**src/rtl/fetch_pkg.sv**
```systemverilog
// -----------------------------------------------------------------------------
// fetch_pkg
// Shared definitions for the instruction fetch unit: the fetch FSM state
// encoding, the instruction word width, the sequential PC increment and a
// small alignment helper used on redirect targets.
// -----------------------------------------------------------------------------
package fetch_pkg;

    // REQ   : request outstanding, result will be kept
    // DRAIN : request outstanding, result will be dropped (redirect seen)
    // FULL  : instruction word held for the decoder, no request
    // ERR   : misaligned redirect seen, unit is parked until reset
    typedef enum logic [1:0] {
        S_REQ   = 2'd0,
        S_DRAIN = 2'd1,
        S_FULL  = 2'd2,
        S_ERR   = 2'd3
    } fetch_state_e;

    localparam int unsigned INSTR_W = 32;
    localparam logic [31:0] PC_INC  = 32'd4;

    // A fetch address is legal only when it is word aligned.
    function automatic logic is_misaligned(input logic [31:0] pc);
        return (pc[1:0] != 2'b00);
    endfunction

endpackage : fetch_pkg

```
**src/rtl/fetch_unit.sv**
```systemverilog
// -----------------------------------------------------------------------------
// fetch_unit
// Single-entry instruction fetch stage. Issues one instruction memory read at
// a time, holds the returned word for the decoder until it is accepted, and
// follows control-flow redirects. A redirect that arrives while a read is in
// flight waits for that read to complete and drops its data. A misaligned
// redirect target parks the unit in a sticky error state until reset.
//
// Ports
//   clk          in   1   clock, rising edge
//   rst          in   1   synchronous, active-high reset
//   mem_req      out  1   memory read request (high in REQ and DRAIN)
//   mem_addr     out  32  byte address of the outstanding read
//   mem_ack      in   1   single-cycle read response strobe
//   mem_rdata    in   32  read data, valid with mem_ack
//   instr        out  32  instruction word for the decoder
//   instr_pc     out  32  address of instr
//   instr_valid  out  1   instr / instr_pc valid
//   instr_ready  in   1   decoder accepts instr this cycle
//   redirect     in   1   control-flow change
//   redirect_pc  in   32  new fetch address, valid with redirect
//   fetch_err    out  1   sticky misaligned-redirect error
// -----------------------------------------------------------------------------
module fetch_unit
    import fetch_pkg::*;
#(
    parameter logic [31:0] RESET_PC = 32'h0000_0000
) (
    input  logic               clk,
    input  logic               rst,
    output logic               mem_req,
    output logic [31:0]        mem_addr,
    input  logic               mem_ack,
    input  logic [INSTR_W-1:0] mem_rdata,
    output logic [INSTR_W-1:0] instr,
    output logic [31:0]        instr_pc,
    output logic               instr_valid,
    input  logic               instr_ready,
    input  logic               redirect,
    input  logic [31:0]        redirect_pc,
    output logic               fetch_err
);

    fetch_state_e       state_q,       state_d;
    logic [31:0]        fetch_pc_q,    fetch_pc_d;
    logic [31:0]        pend_pc_q,     pend_pc_d;
    logic               pend_bad_q,    pend_bad_d;
    logic [INSTR_W-1:0] instr_q,       instr_d;
    logic [31:0]        instr_pc_q,    instr_pc_d;
    logic               instr_valid_q, instr_valid_d;
    logic               fetch_err_q,   fetch_err_d;

    // Effective redirect target while draining: a new redirect replaces the
    // stored one (latest wins).
    logic [31:0] drain_pc;
    logic        drain_bad;

    assign drain_pc  = redirect ? redirect_pc                : pend_pc_q;
    assign drain_bad = redirect ? is_misaligned(redirect_pc) : pend_bad_q;

    always_comb begin
        // NOTE: every next-state signal gets a hold default before the case
        // so that no path through it leaves a value unassigned (no latches).
        state_d       = state_q;
        fetch_pc_d    = fetch_pc_q;
        pend_pc_d     = pend_pc_q;
        pend_bad_d    = pend_bad_q;
        instr_d       = instr_q;
        instr_pc_d    = instr_pc_q;
        instr_valid_d = instr_valid_q;
        fetch_err_d   = fetch_err_q;

        unique case (state_q)
            S_REQ: begin
                if (redirect) begin
                    if (mem_ack) begin
                        // Read completes this cycle: drop it and retarget now.
                        if (is_misaligned(redirect_pc)) begin
                            state_d     = S_ERR;
                            fetch_err_d = 1'b1;
                        end else begin
                            fetch_pc_d = redirect_pc;
                        end
                    end else begin
                        // Read still in flight: remember target, keep mem_addr.
                        pend_pc_d  = redirect_pc;
                        pend_bad_d = is_misaligned(redirect_pc);
                        state_d    = S_DRAIN;
                    end
                end else if (mem_ack) begin
                    instr_d       = mem_rdata;
                    instr_pc_d    = fetch_pc_q;
                    instr_valid_d = 1'b1;
                    fetch_pc_d    = fetch_pc_q + PC_INC;
                    state_d       = S_FULL;
                end
            end

            S_DRAIN: begin
                if (redirect) begin
                    pend_pc_d  = redirect_pc;
                    pend_bad_d = is_misaligned(redirect_pc);
                end
                if (mem_ack) begin
                    pend_bad_d = 1'b0;
                    if (drain_bad) begin
                        state_d     = S_ERR;
                        fetch_err_d = 1'b1;
                    end else begin
                        fetch_pc_d = drain_pc;
                        state_d    = S_REQ;
                    end
                end
            end

            S_FULL: begin
                // Redirect squashes the held word even if the decoder is ready.
                if (redirect) begin
                    instr_valid_d = 1'b0;
                    if (is_misaligned(redirect_pc)) begin
                        state_d     = S_ERR;
                        fetch_err_d = 1'b1;
                    end else begin
                        fetch_pc_d = redirect_pc;
                        state_d    = S_REQ;
                    end
                end else if (instr_ready) begin
                    instr_valid_d = 1'b0;
                    state_d       = S_REQ;
                end
            end

            S_ERR: begin
                // Parked until reset; all other inputs ignored.
            end

            default: begin
                state_d = S_ERR;
            end
        endcase
    end

    always_ff @(posedge clk) begin
        // NOTE: sequential state uses non-blocking assignments so every
        // register samples the pre-edge values of the others.
        if (rst) begin
            state_q       <= S_REQ;
            fetch_pc_q    <= RESET_PC;
            pend_pc_q     <= '0;
            pend_bad_q    <= 1'b0;
            instr_q       <= '0;
            instr_pc_q    <= '0;
            instr_valid_q <= 1'b0;
            fetch_err_q   <= 1'b0;
        end else begin
            state_q       <= state_d;
            fetch_pc_q    <= fetch_pc_d;
            pend_pc_q     <= pend_pc_d;
            pend_bad_q    <= pend_bad_d;
            instr_q       <= instr_d;
            instr_pc_q    <= instr_pc_d;
            instr_valid_q <= instr_valid_d;
            fetch_err_q   <= fetch_err_d;
        end
    end

    // Request and valid are forced low while rst is held, including the
    // cycles after the reset edge when the state already reads REQ.
    assign mem_req     = ~rst & ((state_q == S_REQ) || (state_q == S_DRAIN));
    assign mem_addr    = fetch_pc_q;
    assign instr       = instr_q;
    assign instr_pc    = instr_pc_q;
    assign instr_valid = ~rst & instr_valid_q;
    assign fetch_err   = fetch_err_q;

endmodule : fetch_unit

```
**config.mk**
```make
export PLATFORM = sky130hd
export DESIGN_NAME = fetch_unit
export DESIGN_NICKNAME = d
export VERILOG_FILES = /design/src/rtl/fetch_pkg.sv /design/src/rtl/fetch_unit.sv
export SDC_FILE = /design/constraint.sdc
export NUM_CORES = 1
export LEC_CHECK = 0
export CORE_ASPECT_RATIO = 1.5
export CORE_MARGIN = 10
export CORE_UTILIZATION = 45
export DETAILED_ROUTE_END_ITERATION = 12
export MAX_ROUTING_LAYER = met4
export PLACE_DENSITY_LB_ADDON = 0.1
export SYNTH_ARGS = -nofsm -noshare
export SYNTH_HDL_FRONTEND = slang
export SYNTH_SLANG_ARGS = --single-unit
```
**constraint.sdc**
```tcl
create_clock -name clk -period 2.7 [get_ports clk]
set_input_delay 0.27 -clock clk [delete_from_list [all_inputs] [get_ports clk]]
set_output_delay 0.27 -clock clk [all_outputs]
set_load 0.01 [all_outputs]
```
==> run_results.csv <==
group,metric,value,unit
outcome,outcome,"finished clean",
finish,postLayoutCellArea,0.00899,mm^2
synthesis,muxShareOfSynthArea,0.0643,
clock_tree,root_buffer,"clkbuf_16",
timing,finalHoldViolations,0,
finish,fin_cells,1199,
detailed_routing,drt_wl_total,22200,um
power,pwr_density_cell,847,mW/mm^2
synthesis,synth_most_common_cell,"nand2_1",
synthesis,synth_compound_area_frac,0.203,
clock_tree,cts_buffer_depth,2,
timing,fmax,0.404,GHz
synthesis,synth_edf_count,0,
timing,period_needed,2480,ps
clock_tree,cts.clk_slew.worst_paths,60,ps
clock_tree,post_cts_buffers,0,
placed_design,gp_congestion,0.918,
timing,tightest_slew,696,ps
grt,grt_pass1_wl,34800,um
synthesis,synth.avg_cell_area,7.70,um^2
grt,grt_max_degree,65,
power,leakagePower,3.11,nW
synthesis,ys_warn_count,0,
grt,grt_antenna_before_repair,0,
clock_tree,cts-buffers-inserted,17,
placed_design,placed_area,0.00833,mm^2
floorplanning,die_x,118,um
timing,whs,305,ps
detailed_routing,initialDrtViolationCount,464,
flow_run,maxCapViolCount,0,
floorplanning,fp.coreArea,0.0141,mm^2
worst_setup_path,end_kind,"flip-flop",
timing,slew_headroom,0.531,
floorplanning,die_area,0.0199,mm^2
synthesis,ys_ff_latch,133,
grt,grt_overflow,0,
timing,finClkSkew,15.1,ps
detailed_routing,vias,6695,
placed_design,numPortBuffers,167,
worst_setup_path,cp_data_required_time,2990,ps
synthesis,synth_area_leaders,"dfxtp_1 41%, nand2_1 13%, a21oi_1 9.8%",
floorplanning,pin_count,168,
synthesis,yosysTopAreaCell,"dfxtp_1",
synthesis,synth_xor_area_frac,0,
worst_setup_path,crit_fanout,15,
detailed_routing,vias_per_cell,5.58,
clock_tree,cts_tree,"built",
clock_tree,cts_hold_buf,0,
finish,regArea,0.00266,mm^2
clock_tree,htreeDepth,4,
synthesis,synth_top_family_by_area,"simple AND/OR/NAND/NOR gates",
finish,drive_above_1_share,0.0864,
worst_setup_path,crit_path_start_kind,"flip-flop",
synthesis,yosys.area_share.simple,0.255,
floorplanning,initial_core_util,0.463,
timing,setup_tns,0,ps
detailed_routing,ant_nets,0,
synthesis,synth.distinct_cells,61,
finish,area_delta_synth_final,37.4,%
detailed_routing,drc_errors,0,
synthesis,synth_cells,849,
finish,nets,1068,
placed_design,dpl.hpwl,15800,um
clock_tree,ctsResizeCount,0,
finish,diodes,0,
timing,setup_viol,0,
synthesis,synth_flop_cell,"dfxtp_1",
floorplanning,rows,53,
synthesis,ys_seq_area_frac,0.407,
grt,grt_pass1_vias,6450,
synthesis,synth.cell_area,0.00654,mm^2
synthesis,synth_nets,923,
synthesis,synthAdderAreaFrac,0.00957,
synthesis,synth_top_area_frac,0.407,
timing,drv_slew,0,
floorplanning,die_h,168,um
detailed_routing,drt-pass1-iter-count,5,
synthesis,synth_commonest_cells,"226 x nand2_1, 133 x dfxtp_1, 128 x a21oi_1, 50 x clkbuf_1, 42 x mux2i_1",
power,vdd_drop_max,0.000559,V
worst_setup_path,cp.arrival,2760,ps
worst_setup_path,critical_path_class,"flip-flop to flip-flop",
timing,fin_crit_sh,0.918,
grt,grt.total_usage,0.222,
synthesis,async_reset_ff_frac,0,
clock_tree,cts.sink_count,133,
detailed_routing,wire_per_inst,18.5,um
clock_tree,worst_skew_pair.late_latency,430,ps
timing,rsz0062_at_grt,"false",
placed_design,placed_cells,1167,
power,power,7.61,mW
finish,nFillCells,1284,
finish,multi_input_area,0.00349,mm^2
hold_path,hold_class,"input port to flip-flop",
-- metrics by stage --
step | setup WS [ps] | utilization
6_report | 222 | 0.636
5_1_grt | 19.2 | 0.636
4_1_cts | 250 | 0.636
3_5_place_dp | 281 | 0.590
3_3_place_gp | 331 | 0.590
2_1_floorplan | 541 | -
-- worst max-delay path, stage by stage, from the launching register on --
cell and delay, ps:
dfxtp_1 380, inv_1 80, ha_1 500, mux2i_1 320, nor2_1 60, or3_1 610, a22oi_1 280, a31oi_1 100
-- cell usage in the layout, fill, tap and decap left out, types with 4 or more instances in the layout --
cell             count
mux2i_1             42
buf_4               31
dfxtp_1            133
a22oi_1              4
a31oi_1             14
clkdlybuf4s50_1    165
clkbuf_16           17
a22o_1               4
o2bb2ai_1            7
nor3b_1              6
and2_1               6
nand2b_1             4
or4_1                9
bufinv_16            5
o21ai_0             38
nor4_1               8
nor2_1              33
nor3_1               5
nand4_1              9
nand2_1            226
o22ai_1             14
nand3_1             17
a21oi_1            128
or2_2                4
inv_1                8
ha_1                 5
-- power by group --
group | internal (mW) | switching, mW
clock | 1.69 | 0.888
sequential | 2.22 | 0.239
combinational | 1.01 | 1.56
total | 4.93 | 2.69
-- flip-flops by register name, summed over array words and instances (netlist names) --
name,cells
pend_pc_q,32
mem_addr,32
pend_bad_q,1
instr_pc,32
instr,32
state_q,2
fetch_err,1
instr_valid_q,1
-- final cells by class --
type,count,area share
clock buffer,20,0.0508
clock inverter,12,0.0221
multi-input combinational,636,0.388
timing repair buffer,198,0.212
sequential,133,0.296
inverter,8,0.00334
tap,192,0.0267
-- logic make-up (layout without fill, tap and decap cells) --
family                   Yosys count  count (layout)
buffers and inverters             80             238
multiplexers                      42              42
adder cells (fa/ha/maj)            5               5
flip-flops                       133             133
AND/OR/NAND/NOR                  357             357
AO/OA/AOI/OAI                    232             232
-- metal layers --
metal	global-route usage	wire [um]
met3	0.0475	1020
met5	-	0
met2	0.375	11100
met1	0.236	8960
met4	0.126	1110
-- final timing paths --
kind,startpoint,endpoint,slack [ps],cells after the start
setup / recovery,state_q[0],mem_addr[19],220,7
hold / removal,rst,instr_valid_q,300,2
setup reg to reg,state_q[0],mem_addr[19],220,7
hold reg to reg,instr[27],instr[27],450,2
Note: power is estimated with default switching activity, not from simulation.
